==> src/rtl/jpeg_rle_symbolizer.sv <==
// JPEG run-length symbolizer: turns zigzag-ordered coefficient rows
// (8 coefficients per beat, 8 beats per block) into (run, size, amplitude)
// symbols: DC differential, AC, ZRL and EOB.
// Optional feature macro: RLE_DC_RESTART_EN adds a dc_restart input that
// zeroes the DC predictor for the block whose beat 0 it accompanies.
module jpeg_rle_symbolizer #(
   parameter int COEF_W = 10,
   parameter int LANES  = 8,
   parameter int AMP_W  = COEF_W + 1
) (
   input  logic                    clk,
   input  logic                    reset,
`ifdef RLE_DC_RESTART_EN
   input  logic                    dc_restart,
`endif
   input  logic                    in_valid,
   output logic                    in_ready,
   input  logic [LANES*COEF_W-1:0] in_data,
   output logic                    sym_valid,
   input  logic                    sym_ready,
   output logic [3:0]              sym_run,
   output logic [3:0]              sym_size,
   output logic [AMP_W-1:0]        sym_amp,
   output logic                    sym_is_dc,
   output logic                    sym_last
);

   typedef enum logic [1:0] {IDLE, SCAN, ZRL, EOB} state_t;

   state_t                    state, state_n;
   logic [LANES*COEF_W-1:0]   buf_data;
   logic                      buf_full;
   logic [2:0]                beat_cnt, beat_n;
   logic [2:0]                ptr, ptr_n;
   logic [6:0]                zrun, zrun_n;
   logic [COEF_W-1:0]         prev_dc, prev_dc_n;
   logic [COEF_W-1:0]         pred;
   logic                      accept, out_free, release_buf;
   logic                      emit, e_dc, e_last;
   logic [3:0]                e_run, e_size;
   logic [AMP_W-1:0]          e_amp;
   logic                      hit_found;
   logic [2:0]                hit_lane;
   logic [COEF_W-1:0]         hit_coef, dc_coef;
   logic [AMP_W-1:0]          ac_val, dc_diff;
   logic [6:0]                zr_sum;

   // Magnitude category: bit length of |v|, zero for v == 0.
   function automatic logic [3:0] calc_size(input logic [AMP_W-1:0] v);
      logic [AMP_W-1:0] mag;
      calc_size = '0;
      mag = v[AMP_W-1] ? -v : v;
      for (int i = 0; i < AMP_W; i++)
         if (mag[i]) calc_size = 4'(i + 1);
   endfunction

   // Amplitude bits: low sz bits of v, or of v-1 for negatives.
   function automatic logic [AMP_W-1:0] calc_amp(input logic [AMP_W-1:0] v,
                                                 input logic [3:0] sz);
      logic [AMP_W-1:0] t;
      t = v[AMP_W-1] ? (v - {{(AMP_W-1){1'b0}}, 1'b1}) : v;
      calc_amp = '0;
      for (int i = 0; i < AMP_W; i++)
         if (i < int'(sz)) calc_amp[i] = t[i];
   endfunction

   assign in_ready = ~buf_full;
   assign accept   = in_valid & ~buf_full;
   assign out_free = ~sym_valid | sym_ready;

   assign hit_coef = buf_data[hit_lane*COEF_W +: COEF_W];
   assign dc_coef  = buf_data[COEF_W-1:0];
   assign ac_val   = {{(AMP_W-COEF_W){hit_coef[COEF_W-1]}}, hit_coef};
   assign dc_diff  = {{(AMP_W-COEF_W){dc_coef[COEF_W-1]}}, dc_coef}
                   - {{(AMP_W-COEF_W){pred[COEF_W-1]}}, pred};
   assign zr_sum   = zrun + ({4'd0, hit_lane} - {4'd0, ptr});

`ifdef RLE_DC_RESTART_EN
   logic dc_zero_pred;

   // Remember the restart request that arrived with beat 0 of this block.
   always_ff @(posedge clk) begin
      if (!reset)
         dc_zero_pred <= 1'b0;
      else if (accept && beat_cnt == 3'd0)
         dc_zero_pred <= dc_restart;
   end

   assign pred = dc_zero_pred ? '0 : prev_dc;
`else
   assign pred = prev_dc;
`endif

   // Priority search for the lowest nonzero lane at or above the pointer.
   always_comb begin
      hit_found = 1'b0;
      hit_lane  = '0;
      for (int k = LANES - 1; k >= 0; k--) begin
         if (k >= int'(ptr) && buf_data[k*COEF_W +: COEF_W] != '0) begin
            hit_found = 1'b1;
            hit_lane  = 3'(k);
         end
      end
   end

   // Next-state and symbol selection; emitting states wait for a free output slot.
   always_comb begin
      state_n     = state;
      ptr_n       = ptr;
      zrun_n      = zrun;
      beat_n      = beat_cnt;
      prev_dc_n   = prev_dc;
      release_buf = 1'b0;
      emit        = 1'b0;
      e_run       = '0;
      e_size      = '0;
      e_amp       = '0;
      e_dc        = 1'b0;
      e_last      = 1'b0;
      case (state)
         IDLE: begin
            if (accept || buf_full) state_n = SCAN;
         end
         SCAN: begin
            if (out_free) begin
               if (beat_cnt == 3'd0 && ptr == 3'd0) begin
                  emit      = 1'b1;
                  e_dc      = 1'b1;
                  e_size    = calc_size(dc_diff);
                  e_amp     = calc_amp(dc_diff, e_size);
                  prev_dc_n = dc_coef;
                  ptr_n     = 3'd1;
                  zrun_n    = '0;
               end else if (!hit_found) begin
                  release_buf = 1'b1;
                  ptr_n       = '0;
                  beat_n      = beat_cnt + 3'd1;
                  if (beat_cnt == 3'd7) begin
                     zrun_n  = '0;
                     state_n = EOB;
                  end else begin
                     zrun_n  = zrun + (7'd8 - {4'd0, ptr});
                     state_n = IDLE;
                  end
               end else if (zr_sum >= 7'd16) begin
                  zrun_n  = zr_sum;
                  ptr_n   = hit_lane;
                  state_n = ZRL;
               end else begin
                  emit   = 1'b1;
                  e_run  = zr_sum[3:0];
                  e_size = calc_size(ac_val);
                  e_amp  = calc_amp(ac_val, e_size);
                  zrun_n = '0;
                  if (hit_lane == 3'd7) begin
                     e_last      = (beat_cnt == 3'd7);
                     release_buf = 1'b1;
                     ptr_n       = '0;
                     beat_n      = beat_cnt + 3'd1;
                     state_n     = IDLE;
                  end else begin
                     ptr_n = hit_lane + 3'd1;
                  end
               end
            end
         end
         ZRL: begin
            if (out_free) begin
               emit   = 1'b1;
               e_run  = 4'd15;
               zrun_n = zrun - 7'd16;
               if (zrun < 7'd32) state_n = SCAN;
            end
         end
         EOB: begin
            if (out_free) begin
               emit    = 1'b1;
               e_last  = 1'b1;
               state_n = (buf_full || accept) ? SCAN : IDLE;
            end
         end
         default: state_n = IDLE;
      endcase
   end

   // State, beat buffer and output register updates.
   always_ff @(posedge clk) begin
      if (!reset) begin
         state     <= IDLE;
         buf_data  <= '0;
         buf_full  <= 1'b0;
         beat_cnt  <= '0;
         ptr       <= '0;
         zrun      <= '0;
         prev_dc   <= '0;
         sym_valid <= 1'b0;
         sym_run   <= '0;
         sym_size  <= '0;
         sym_amp   <= '0;
         sym_is_dc <= 1'b0;
         sym_last  <= 1'b0;
      end else begin
         state    <= state_n;
         beat_cnt <= beat_n;
         ptr      <= ptr_n;
         zrun     <= zrun_n;
         prev_dc  <= prev_dc_n;
         if (accept) begin
            buf_data <= in_data;
            buf_full <= 1'b1;
         end else if (release_buf) begin
            buf_full <= 1'b0;
         end
         if (out_free) begin
            sym_valid <= emit;
            sym_run   <= e_run;
            sym_size  <= e_size;
            sym_amp   <= e_amp;
            sym_is_dc <= e_dc;
            sym_last  <= e_last;
         end
      end
   end

endmodule

==> config.mk <==
export PLATFORM = sky130hd
export DESIGN_NAME = jpeg_rle_symbolizer
export DESIGN_NICKNAME = d
export VERILOG_FILES = /design/src/rtl/jpeg_rle_symbolizer.sv
export SDC_FILE = /design/constraint.sdc
export NUM_CORES = 1
export LEC_CHECK = 0
export ABC_AREA = 1
export CAP_MARGIN = 40
export CELL_PAD_IN_SITES_DETAIL_PLACEMENT = 1
export CELL_PAD_IN_SITES_GLOBAL_PLACEMENT = 2
export CORE_ASPECT_RATIO = 0.75
export CORE_UTILIZATION = 28
export CTS_BUF_LIST = sky130_fd_sc_hd__clkbuf_4 sky130_fd_sc_hd__clkbuf_8
export CTS_CLUSTER_SIZE = 25
export DETAILED_ROUTE_END_ITERATION = 10
export PLACE_DENSITY_LB_ADDON = 0.1
export SYNTH_ARGS = -nofsm -noshare
export SYNTH_HDL_FRONTEND = slang
export SYNTH_SLANG_ARGS = --single-unit
==> constraint.sdc <==
create_clock -name clk -period 4.8 [get_ports clk]
set_input_delay 1.44 -clock clk [delete_from_list [all_inputs] [get_ports clk]]
set_output_delay 1.44 -clock clk [all_outputs]
set_load 0.01 [all_outputs]
After elaboration in Yosys (flattened, before gate mapping)
Cells that the tools add are included.
{"block": "word_totals", "reg_bits": 128, "latch_bits": 0, "ram_bits": 0, "rom_bits": 0, "out_inout_bits": 23, "word_cells": 234, "mem_count": 0}
{"block": "classes", "n_addsub": 12, "n_mul": 1, "div_mod_pow": 0, "magnitude_cmp": 31, "n_eq_ne": 14, "n_shift": 1, "mux": 129, "bitwise": 5, "n_reduce_logical": 28}
{"operator": "$mux 4", "n": 35}
{"operator": "$mux 11", "n": 8}
{"operator": "$reduce_bool 10->1", "n": 8}
{"operator": "$shiftx 80x8->10", "n": 1}
{"operator": "$mux 1", "n": 50}
{"operator": "$mux 3", "n": 15}
{"operator": "$mux 7", "n": 6}
{"operator": "$lt 3x4->1 const A", "n": 8}
{"operator": "$lt 4x4->1 const A", "n": 6}
{"operator": "$neg 11->11", "n": 2}
{"operator": "$mux 2", "n": 10}
{"operator": "$lt 1x4->1 const A", "n": 4}
{"operator": "$lt 2x4->1 const A", "n": 4}
{"operator": "$add 7x7->7", "n": 2}
{"operator": "$ne 2x2->1 const B", "n": 7}
{"operator": "$pmux 7 s2", "n": 1}
{"operator": "$sub 10x10->11", "n": 1}
{"operator": "$sub 10x2->11 const B", "n": 1}
{"operator": "$sub 11x1->11 const B", "n": 1}
{"operator": "$ge 3x3->1 const A", "n": 3}
{"operator": "$logic_and 1x1->1", "n": 8}
{"operator": "$pmux 2 s4", "n": 1}
{"operator": "$pmux 4 s2", "n": 1}
{"operator": "$ge 7x5->1 const B", "n": 1}
{"operator": "other kinds (26)", "n": 37}

Depth between registers and ports, before layout
Gate-level depths: netlist of run 1.
{"block": "depth", "word_depth": 35, "mapped_depth": 36, "mapped_depth_nobuf": 35}

Least setup slack after synthesis of run 1
No wires, ideal clock.
{"block": "synth_path", "path_type": "reg-to-reg", "from": "reg ptr[1]", "to": "reg sym_size[0]", "setup_time_ns": 0.070, "arrival_ns": 4.623, "t_required_ns": 4.730, "setup_slack_ns": 0.106, "stages_incl_launch_ff": 32, "n_path_buf": 1, "cell_sequence": "dfxtp_1 inv_1 ha_1 ha_1 o22ai_2 nand2_4 nor2_2 nand2_2 inv_2 buf_6 ha_1 nand2_1 nor2_1 a211oi_1 ha_1 a21oi_1 o21ai_0 nand2_1 nand2_1 a21oi_1 xnor2_1 inv_1 nor2_1 nand2_1 inv_1 nand2_1 inv_1 nor2_1 nor2_1 o21ai_0 o21bai_1 a21oi_1"}
{"block": "synth_via", "elab_chain_len": 33}
{"item": "from (decl)", "line_no": "34", "rtl": "logic [2:0] ptr, ptr_n;"}
{"item": "from (signal assigned)", "line_no": "205", "rtl": "ptr <= ptr_n;"}
{"item": "$ge 3x3->1", "line_no": "99", "rtl": "if (k >= int'(ptr) && buf_data[k*COEF_W +: COEF_W] != '0) begin"}
{"item": "$logic_and 1x1->1", "line_no": "99"}
{"item": "$mux 3 (7 in a row)", "line_no": "99"}
{"item": "$mul 3x3->6", "line_no": "71", "rtl": "assign hit_coef = buf_data[hit_lane*COEF_W +: COEF_W];"}
{"item": "$shiftx 80x8->10", "line_no": "71"}
{"item": "$neg 11->11", "line_no": "52", "rtl": "mag = v[AMP_W-1] ? -v : v;"}
{"item": "$mux 11", "line_no": "52"}
{"item": "$mux 1", "line_no": "54", "rtl": "if (mag[i]) calc_size = 4'(i + 1);"}
{"item": "(+11 left out)"}
{"item": "$mux 4", "line_no": "134", "rtl": "end else if (!hit_found) begin"}
{"item": "$mux 4", "line_no": "126", "rtl": "if (beat_cnt == 3'd0 && ptr == 3'd0) begin"}
{"item": "$mux 4", "line_no": "125", "rtl": "if (out_free) begin"}
{"item": "$mux 4", "line_no": "120", "rtl": "case (state)"}
{"item": "$mux 4", "line_no": "145", "rtl": "end else if (zr_sum >= 7'd16) begin"}
{"item": "$mux 4", "line_no": "134"}
{"item": "$mux 4 (*)", "line_no": "126"}
{"item": "$mux 4 (*)", "line_no": "120"}
{"item": "to (signal assigned)", "line_no": "217", "rtl": "sym_size <= e_size;"}
{"item": "to (decl)", "line_no": "22", "rtl": "output logic [3:0] sym_size,"}
Mark *: on every way between the ends. The rest lies on a longest branch, timed or not. The select of a mux whose other input is x is not followed.
A chain may end at the register's enable or synchronous reset.

Worst setup path after layout of run 1
{"block": "layout_path", "from": "reg ptr[1]", "to": "reg sym_size[1]"}
{"block": "layout_via", "elab_chain_len": 32}
{"item": "$ge 3x3->1", "line_no": "99"}
{"item": "$logic_and 1x1->1", "line_no": "99"}
{"item": "$mux 3 (7 in a row)", "line_no": "99"}
{"item": "$mul 3x3->6", "line_no": "71"}
{"item": "$shiftx 80x8->10", "line_no": "71"}
{"item": "$neg 11->11", "line_no": "52"}
{"item": "$mux 11", "line_no": "52"}
{"item": "$mux 4 (10 in a row)", "line_no": "54"}
{"item": "$mux 4", "line_no": "145"}
{"item": "$mux 4", "line_no": "134"}
{"item": "$mux 4", "line_no": "126"}
{"item": "$mux 4", "line_no": "125"}
{"item": "$mux 4", "line_no": "120"}
{"item": "$mux 4", "line_no": "145"}
{"item": "$mux 4", "line_no": "134"}
{"item": "$mux 4 (*)", "line_no": "126"}
{"item": "$mux 4 (*)", "line_no": "120"}
Marked as above.

==> results.json, run 1 <==
{
  "status": "finished, final reports clean",
  "antenna_found_initial": 0,
  "grt_pass1_wl_um": 49300,
  "hpwl_um": 24100,
  "path_clk_slew_ns": 0.09,
  "synth_top_area_frac": 0.305,
  "cts-buffers-inserted": 17,
  "final_cells": 1796,
  "cts.sinks": 128,
  "n_antenna_cell": 0,
  "synth-main-ff-cell": "dfxtp_1",
  "drv_cap": 0,
  "cp_slowest_cell": "dfxtp_1",
  "syn_to_final_growth_pct": 24.2,
  "yosysTopAreaCell": "dfxtp_1",
  "die_h_um": 152,
  "hp-start": "sym_amp[10]$_SDFFE_PN0N_",
  "top_layer_used": "met4",
  "fillCellCount": 3769,
  "p_leak_nw": 4.56,
  "wl_met2_um": 12600,
  "grt_pass1_vias": 8695,
  "routed_wl_um": 30700,
  "drcViolationCount": 0,
  "routabilityCongestion": 0.833,
  "min_to": "sym_amp[10]$_SDFFE_PN0N_",
  "grt-ovfl-total": 0,
  "core_mm2": 0.0293,
  "dpl_cell_area_mm2": 0.00992,
  "critPathKind": "reg2reg",
  "async_reset_ff_frac": 0,
  "avgSynthCellArea_um2": 6.50,
  "finalHoldViolCount": 0,
  "fin_setup_tns_ns": 0,
  "clock_tree.htree_level_count": 4,
  "ant_nets": 0,
  "cts_tree": "yes",
  "syn_inst": 1291,
  "relSlewSlack": 0.521,
  "ys_types": 48,
  "root_buffer": "clkbuf_8",
  "via_per_inst": 4.81,
  "synth_nets": 1419,
  "ys_seq_area_frac": 0.305,
  "met3_length_um": 1030,
  "finalMaxSlewViolations": 0,
  "dp_cells": 1763,
  "max_freq_mhz": 226,
  "design.portCount": 107,
  "min_path_cells": 2,
  "worstReg2RegEnd": "sym_size[1]$_SDFFE_PN0N_",
  "yosysWarningCount": 0,
  "critPathLaunchType": "flip-flop",
  "ir_worst_vdd_v": 0.000258,
  "critical_path_arrival_ns": 4.82,
  "worstRegToRegCells": 31,
  "path_max_fanout": 7,
  "wl_per_cell_um": 17.1,
  "portBuffers": 106,
  "rows": 54,
  "synth.area.top_cells": "dfxtp_1 (31%), nand2_1 (11%), o21ai_0 (7.8%)",
  "max_stage_delay_ns": 0.34,
  "cp_common_cell": "nand2_1",
  "post-place-ws_ns": 0.0221,
  "clk_latency_ns": 0.47,
  "drtIter0Drc": 509,
  "fin_crit_sh": 0.920,
  "drive_gt1_frac": 0.0869,
  "clk_path_buf_depth": 2,
  "synth_edf_count": 0,
  "setup_viol": 0,
  "power.density_mw_per_mm2": 544,
  "design_area_mm2": 0.0104,
  "m1WireLength_um": 16900,
  "synth-seq-cells": 128,
  "holdCritPathClass": "reg2reg",
  "reg2reg_from": "ptr[1]$_SDFFE_PN0P_",
  "fin_util": 0.357,
  "start_util": 0.287,
  "dr.pass1.iters": 5,
  "die_w_um": 202,
  "worst_slack_ns": 0.383,
  "dr_total_vias": 8634,
  "fin_nets": 1519,
  "worst-r2r-setup-slack_ns": 0.38,
  "syn_area_mm2": 0.00840,
  "die-area_mm2": 0.0307,
  "period_needed_ns": 4.42,
  "grt_max_degree": 138,
  "tightest_slew_ns": 0.719,
  "grtUsageTotal": 0.205,
  "final_common_cell": "nand2_1",
  "worstPathRequired_ns": 5.20,
  "final_cell_mix": "nand2_1 (240), inv_1 (157), nor2_1 (137)",
  "end_kind": "flip-flop",
  "skew_ns": 0.0100
}
registers in the layout, summed over array words and instances (netlist names):
name	flops
beat_cnt	3
sym_is_dc	1
sym_valid	1
zrun	7
sym_run	4
ptr	3
sym_last	1
state	2
sym_size	4
buf_data	80
sym_amp	11
pred	10
buf_full	1
cells in the mapped netlist, types with 7 or more instances:
cell and count:
nor3_1 11, o21ai_1 7, buf_2 7, inv_1 160
ha_1 40, nand2_1 241, dfxtp_1 128, o21ai_0 131
buf_4 8, inv_2 7, nand3_1 120, nand2_2 11
nand3b_1 7, xor2_1 23, a21oi_1 127, nor2_1 140
nand4_1 8, clkbuf_1 34
where the power goes:
part | switching (W) | leakage [nW] | total [W] | internal (W)
combinational | 0.00215 | 3.29 | 0.00324 | 0.00109
sequential | 0.000107 | 1.05 | 0.00134 | 0.00123
clock | 0.000517 | 0.225 | 0.00111 | 0.000589
total | 0.00277 | 4.56 | 0.00568 | 0.00291
per-layer routing:
| metal | global-route usage | up-vias |
|---|---|---|
| li1 | - | 4407 |
| met1 | 0.316 | 4102 |
| met2 | 0.295 | 113 |
| met3 | 0.0339 | 12 |
| met4 | 0.0346 | 0 |
| met5 | 0 | - |
through the flow:
stage               total power (W)  hold WS, ns
global placement            0.00451        0.428
global route                0.00620        0.485
floorplan                   0.00353        0.433
detailed placement          0.00453        0.435
CTS                         0.00566        0.450
finish                      0.00568        0.448
worst max-delay path by stage:
stage	from	to	slack (ns)	cells after the start
floorplan	ptr[1]$_SDFFE_PN0P_	sym_size[0]$_SDFFE_PN0N_	0.11	31
global placement	ptr[1]$_SDFFE_PN0P_	sym_size[0]$_SDFFE_PN0N_	0.22	31
detailed placement	ptr[1]$_SDFFE_PN0P_	sym_size[0]$_SDFFE_PN0N_	0.02	31
CTS	ptr[1]$_SDFFE_PN0P_	sym_size[3]$_SDFFE_PN0N_	0.02	31
global route	ptr[1]$_SDFFE_PN0P_	sym_size[1]$_SDFFE_PN0N_	-0.007	31
finish	ptr[1]$_SDFFE_PN0P_	sym_size[1]$_SDFFE_PN0N_	0.38	31
repair_timing:
item                                    4_1_cts  5_1_grt
setup buffers                                 0        1
pin swaps                                     0        4
gates cloned                                  0        0
hold buffers                                  0        0
resized for setup                             1       15
endpoints found under the setup margin        1       27
worst max-delay path: cells and delay by family, from the launching register on:
| kind | cells | cell delay (ns) |
|---|---|---|
| compound gates | 8 | 1.25 |
| xor+xnor | 1 | 0.14 |
| fa+ha+maj | 4 | 1.09 |
| buf+inv | 6 | 0.47 |
| flops | 1 | 0.34 |
| simple gates | 12 | 1.07 |
final cells by class:
class	instances	area (µm²)	share of cell area
multi-input cells	937	4960	0.476
flip-flops and latches	128	2560	0.246
repair buffers	137	1320	0.127
inverters	170	644	0.0618
well taps	392	490	0.0470
clock buffers	18	248	0.0238
clock inverters	14	203	0.0194
kinds of logic (layout without fill, tap and decap cells):
family                   Yosys count  count (layout)  synth area share
AO/OA/AOI/OAI                    304             304             0.196
XOR/XNOR                          28              28            0.0292
adder cells (fa/ha/maj)           44              44            0.0692
buffers and inverters            226             339             0.109
flip-flops                       128             128             0.305
AND/OR/NAND/NOR                  561             561             0.291
Note: power is estimated with default switching activity, not from simulation.
==> run 2: changes to the inputs <==
Settings changed: GPL_TIMING_DRIVEN set to 0.
==> run 2 against run 1 <==
Effect of this change: sequential share of layout area decreased by 0.60 points; non-clock buffer count is 51 higher; worst hold slack improved by 0.016 ns; critical path type unchanged; clock skew increased by 0.0076 ns; fmax fell by 3.1%.
==> results.json, run 2 (synthesis results as in run 1) <==
{
  "status": "finished, final reports clean",
  "pwr-share-seq": 0.232,
  "cp_slowest_cell": "fa_2",
  "critPathKind": "reg2reg",
  "dr_total_vias": 9012,
  "core_mm2": 0.0293,
  "die_w_um": 202,
  "crit_start": "ptr[0]$_SDFFE_PN0P_",
  "start_util": 0.287,
  "clock_tree.htree_level_count": 4,
  "worstRegToRegCells": 30,
  "drcViolationCount": 0,
  "final_cells": 1847,
  "grt_pass1_vias": 8985,
  "skew_ns": 0.0176,
  "worst-path-buf-inv": 6,
  "p_leak_nw": 4.65,
  "cts.sinks": 128,
  "fin_util": 0.367,
  "p_sw_frac": 0.489,
  "design.portCount": 107,
  "path_max_fanout": 9,
  "dp_cells": 1789,
  "critPathLaunchType": "flip-flop",
  "wl_per_cell_um": 18.0,
  "finalHoldViolCount": 0,
  "clockPowerShare": 0.169,
  "cts-buffers-inserted": 17,
  "syn_to_final_growth_pct": 27.8,
  "max_freq_mhz": 219,
  "portBuffers": 105,
  "max_flop_register": "buf_data",
  "relSlewSlack": 0.389,
  "end_kind": "flip-flop",
  "via_per_inst": 4.88,
  "power.density_mw_per_mm2": 538,
  "fin_nets": 1570,
  "min_path_cells": 2,
  "grt-ovfl-total": 0,
  "die_h_um": 152,
  "power_frac_comb": 0.599,
  "ir_worst_vdd_v": 0.000215,
  "largest_reg_flops": 80,
  "drtIter0Drc": 492,
  "die-area_mm2": 0.0307,
  "final_common_cell": "nand2_1",
  "reg2reg_from": "ptr[0]$_SDFFE_PN0P_",
  "cts_tree": "yes",
  "setup_viol": 0,
  "critical_path_arrival_ns": 4.98,
  "path_delay_family": "adder cells",
  "antenna_found_initial": 0,
  "hp-start": "sym_amp[10]$_SDFFE_PN0N_",
  "grt_max_degree": 17,
  "ant_nets": 0,
  "finalMaxSlewViolations": 0,
  "root_buffer": "clkbuf_8",
  "rows": 54,
  "grt_pass1_wl_um": 51500,
  "holdBufCountCts": 0,
  "fin_crit_sh": 0.950,
  "drive_gt1_frac": 0.107,
  "grtUsageTotal": 0.221,
  "holdCritPathClass": "reg2reg",
  "p_sw_w": 0.00283,
  "cp_common_cell": "nand2_1",
  "crit_cells": 30,
  "path_clk_slew_ns": 0.09,
  "routabilityCongestion": 0.857,
  "max_stage_delay_ns": 0.61,
  "tightest_slew_ns": 0.917,
  "worstPathRequired_ns": 5.22,
  "dr.pass1.iters": 5,
  "p_int_w": 0.00295,
  "period_needed_ns": 4.56,
  "clk_latency_ns": 0.49,
  "totalPowerFinal_w": 0.00578,
  "drv_cap": 0,
  "hpwl_um": 26700,
  "routed_wl_um": 33300,
  "final_cell_mix": "nand2_1 (236), inv_1 (157), nor2_1 (134)",
  "clk_path_buf_depth": 2,
  "n_antenna_cell": 0
}
-- run 2: cell types whose count changed in the layout (fill, tap and decap cells not counted), moves of 4 or more --
cell      change
buf_4         +6
clkbuf_1     +34
o21ai_0       -5
o21ai_1       +4
nand2_1       -4
buf_2         +5
ha_1          -4
-- run 2: worst reg2reg max path: cells and delay by family (launching register included) --
kind / cells / cell delay, ns
adders and majority gates: 5 / 1.49
and+or+nand+nor: 12 / 0.98
AOI/OAI and AO/OA: 6 / 0.87
buffers and inverters: 6 / 0.52
DFF: 1 / 0.37
xor gates and xnor gates: 1 / 0.27
-- run 2: routing by layer --
metal	wire [µm]	up-vias	GRT usage
met4	499	0	0.0606
met3	1790	31	0.0498
met1	17400	4296	0.324
met2	13600	165	0.319
li1	-	4520	-
met5	0	-	0
-- run 2: power by group through the flow --
stage	sequential [W]	combinational, W	clock [W]
floorplan	0.00136	0.00217	0
global placement	0.00136	0.00310	0
detailed placement	0.00137	0.00316	0
CTS	0.00135	0.00334	0.00101
global route	0.00137	0.00387	0.00105
finish	0.00134	0.00346	0.000975
-- run 2: final timing paths --
check                                                 to  slack [ns]
worst max-delay path               state[0]$_SDFFE_PN0P_        0.24
worst min-delay path            sym_amp[10]$_SDFFE_PN0N_        0.46
worst max register to register     state[0]$_SDFFE_PN0P_        0.24
worst min register to register  sym_amp[10]$_SDFFE_PN0N_        0.46
-- run 2: area by class of cell --
cell class                 count  area [µm²]
clock buffer                  17         234
multi-input combinational    937        5080
fill                        3771       18500
inverter                     170         641
timing repair buffer         134        1270
tap                          392         490
sequential                   128        2570
buffer                        54         283
clock inverter                15         159
-- run 2: timing repair --
| item | in CTS | in global routing |
|---|---|---|
| hold endpoints to repair | 0 | 0 |
| setup buffers | 9 | 19 |
| pin swaps | 6 | 12 |
| endpoints found under the setup margin | 33 | 27 |
| resized for setup | 31 | 24 |
-- run 2: metrics by stage --
step                hold WS, ns  area (µm²)  setup WS [ns]  TNS (ns)
CTS                       0.470       10500       0.000833         0
global placement          0.430        9940          -1.28    -30.13
floorplan                 0.433        8400          0.106         0
detailed placement        0.454        9940         -0.975    -19.63
finish                    0.464       10700          0.241         0
global route              0.491       10700        -0.0253   -0.0402
==> RTL edit (config.mk and constraints of run 2) <==
The 4 states of `state_t` get a one-hot encoding in 4 bits.
--- a/src/rtl/jpeg_rle_symbolizer.sv
+++ b/src/rtl/jpeg_rle_symbolizer.sv
@@ -25,7 +25,7 @@
    output logic                    sym_last
 );
 
-   typedef enum logic [1:0] {IDLE, SCAN, ZRL, EOB} state_t;
+   typedef enum logic [3:0] {IDLE = 4'b0001, SCAN = 4'b0010, ZRL = 4'b0100, EOB = 4'b1000} state_t;
 
    state_t                    state, state_n;
    logic [LANES*COEF_W-1:0]   buf_data;
Check against the original RTL: no difference found for any inputs over 4 cycles, from zero or initial values and one cycle with reset low; so few cycles prove little.
==> RTL edit against run 2 <==
- count of clock-buffer cells in the layout increased by 1
- routed wire length increased by 1.3%
- synthesized area decreased by 1.1%
- total power decreased by 27%
- worst setup slack improved by 0.034 ns
- sequential cell count increased by 2
- final area increased by 0.56%
- clock power decreased by 3.0%
- critical path depth unchanged
==> RTL edit: results <==
export IMPL_muxShareOfSynthArea_pct=0
export IMPL_cpPeakStageDelay_ns=0.37
export IMPL_gp_congestion=0.833
export IMPL_placed_area_sq_um=9860
export IMPL_grt_use_total_pct=22.7
export IMPL_post_drt_wl_per_cell_um=18.5
export IMPL_synth_area_top_cells="dfxtp_1, nand2_1, o21ai_0"
export IMPL_ir_worst_vdd_mv=0.178
export IMPL_path_delay_family="compound AO/OA/AOI/OAI gates"
export IMPL_dpl_cell_count=1761
export IMPL_via_count=8895
export IMPL_crit_arrival_ns=4.93
export IMPL_drive_above_1_share_pct=10.4
export IMPL_insertion_delay_ns=0.47
export IMPL_cts_buffer_depth=2
export IMPL_yosysSeqAreaShare_pct=31.3
export IMPL_finalNetCount=1540
export IMPL_p_leak_nw=4.55
export IMPL_pre_cts_slack_ns=-1.83
export IMPL_drt_vias_per_instance=4.88
export IMPL_slowest_stage="dfxtp_4"
export IMPL_dieArea_sq_um=30400
export IMPL_buf_share_pct=15.0
export IMPL_grt_pass1_wl_um=51800
export IMPL_clock_skew_ns=0.0141
export IMPL_synth_compound_area_share_pct=20.3
export IMPL_drtIter0Drc=440
export IMPL_status="finished clean"
export IMPL_seqAreaFraction_pct=24.2
export IMPL_cp_max_fo=10
export IMPL_p_seq_mw=1.25
export IMPL_grt_max_degree=21
export IMPL_synth_commonest_cells="nand2_1, inv_1, o21ai_0"
export IMPL_slew_headroom_pct=43.5
export IMPL_buffers=187
export IMPL_postCtsSetupRepairBufs=23
export IMPL_synth_adder_area_share_pct=6.24
export IMPL_power_frac_seq_pct=29.6
export IMPL_syn_nets=1386
export IMPL_n_all_inverters=158
export IMPL_seq_area_sq_um=2610
export IMPL_multi_input_area_share_pct=47.1
export IMPL_port_buffers=106
export IMPL_synth_xor_area_share_pct=3.37
export IMPL_clkCellAreaFrac_pct=3.51
export IMPL_netSwitchingFraction_pct=45.0
export IMPL_synth_cell_type_count=52
export IMPL_post_cts_resized=34
export IMPL_multi_input_gates=923
export IMPL_reg2regPathDepth=30
export IMPL_n_clock_buffer=18
-- RTL edit: cell count changes after synthesis, moves of 4 or more --
cell | before | now
xnor2_1 | 5 | 11
a211oi_1 | 2 | 8
nand4_1 | 8 | 15
buf_4 | 8 | 3
buf_6 | 4 | 8
nand3_1 | 120 | 114
inv_1 | 160 | 153
nand3b_1 | 7 | 3
a21oi_1 | 127 | 115
ha_1 | 40 | 35
nand2_1 | 241 | 255
a31oi_1 | 4 | 13
nor2_1 | 140 | 125
-- RTL edit: worst paths after layout --
| path | startpoint | end | slack (ns) |
|---|---|---|---|
| hold / removal | sym_amp[10] | sym_amp[10] | 0.45 |
| hold reg to reg | sym_amp[10] | sym_amp[10] | 0.45 |
| setup reg to reg | ptr[0] | sym_size[1] | 0.27 |
| setup / recovery | ptr[0] | sym_size[1] | 0.27 |
-- RTL edit: metal layers --
metal	up-vias	track usage, %	part of all wire (%)
li1	4475	-	-
met1	4244	33.0	53
met2	148	33.9	41
met3	28	4.91	4.6
met4	0	5.15	1.3
met5	-	0	0
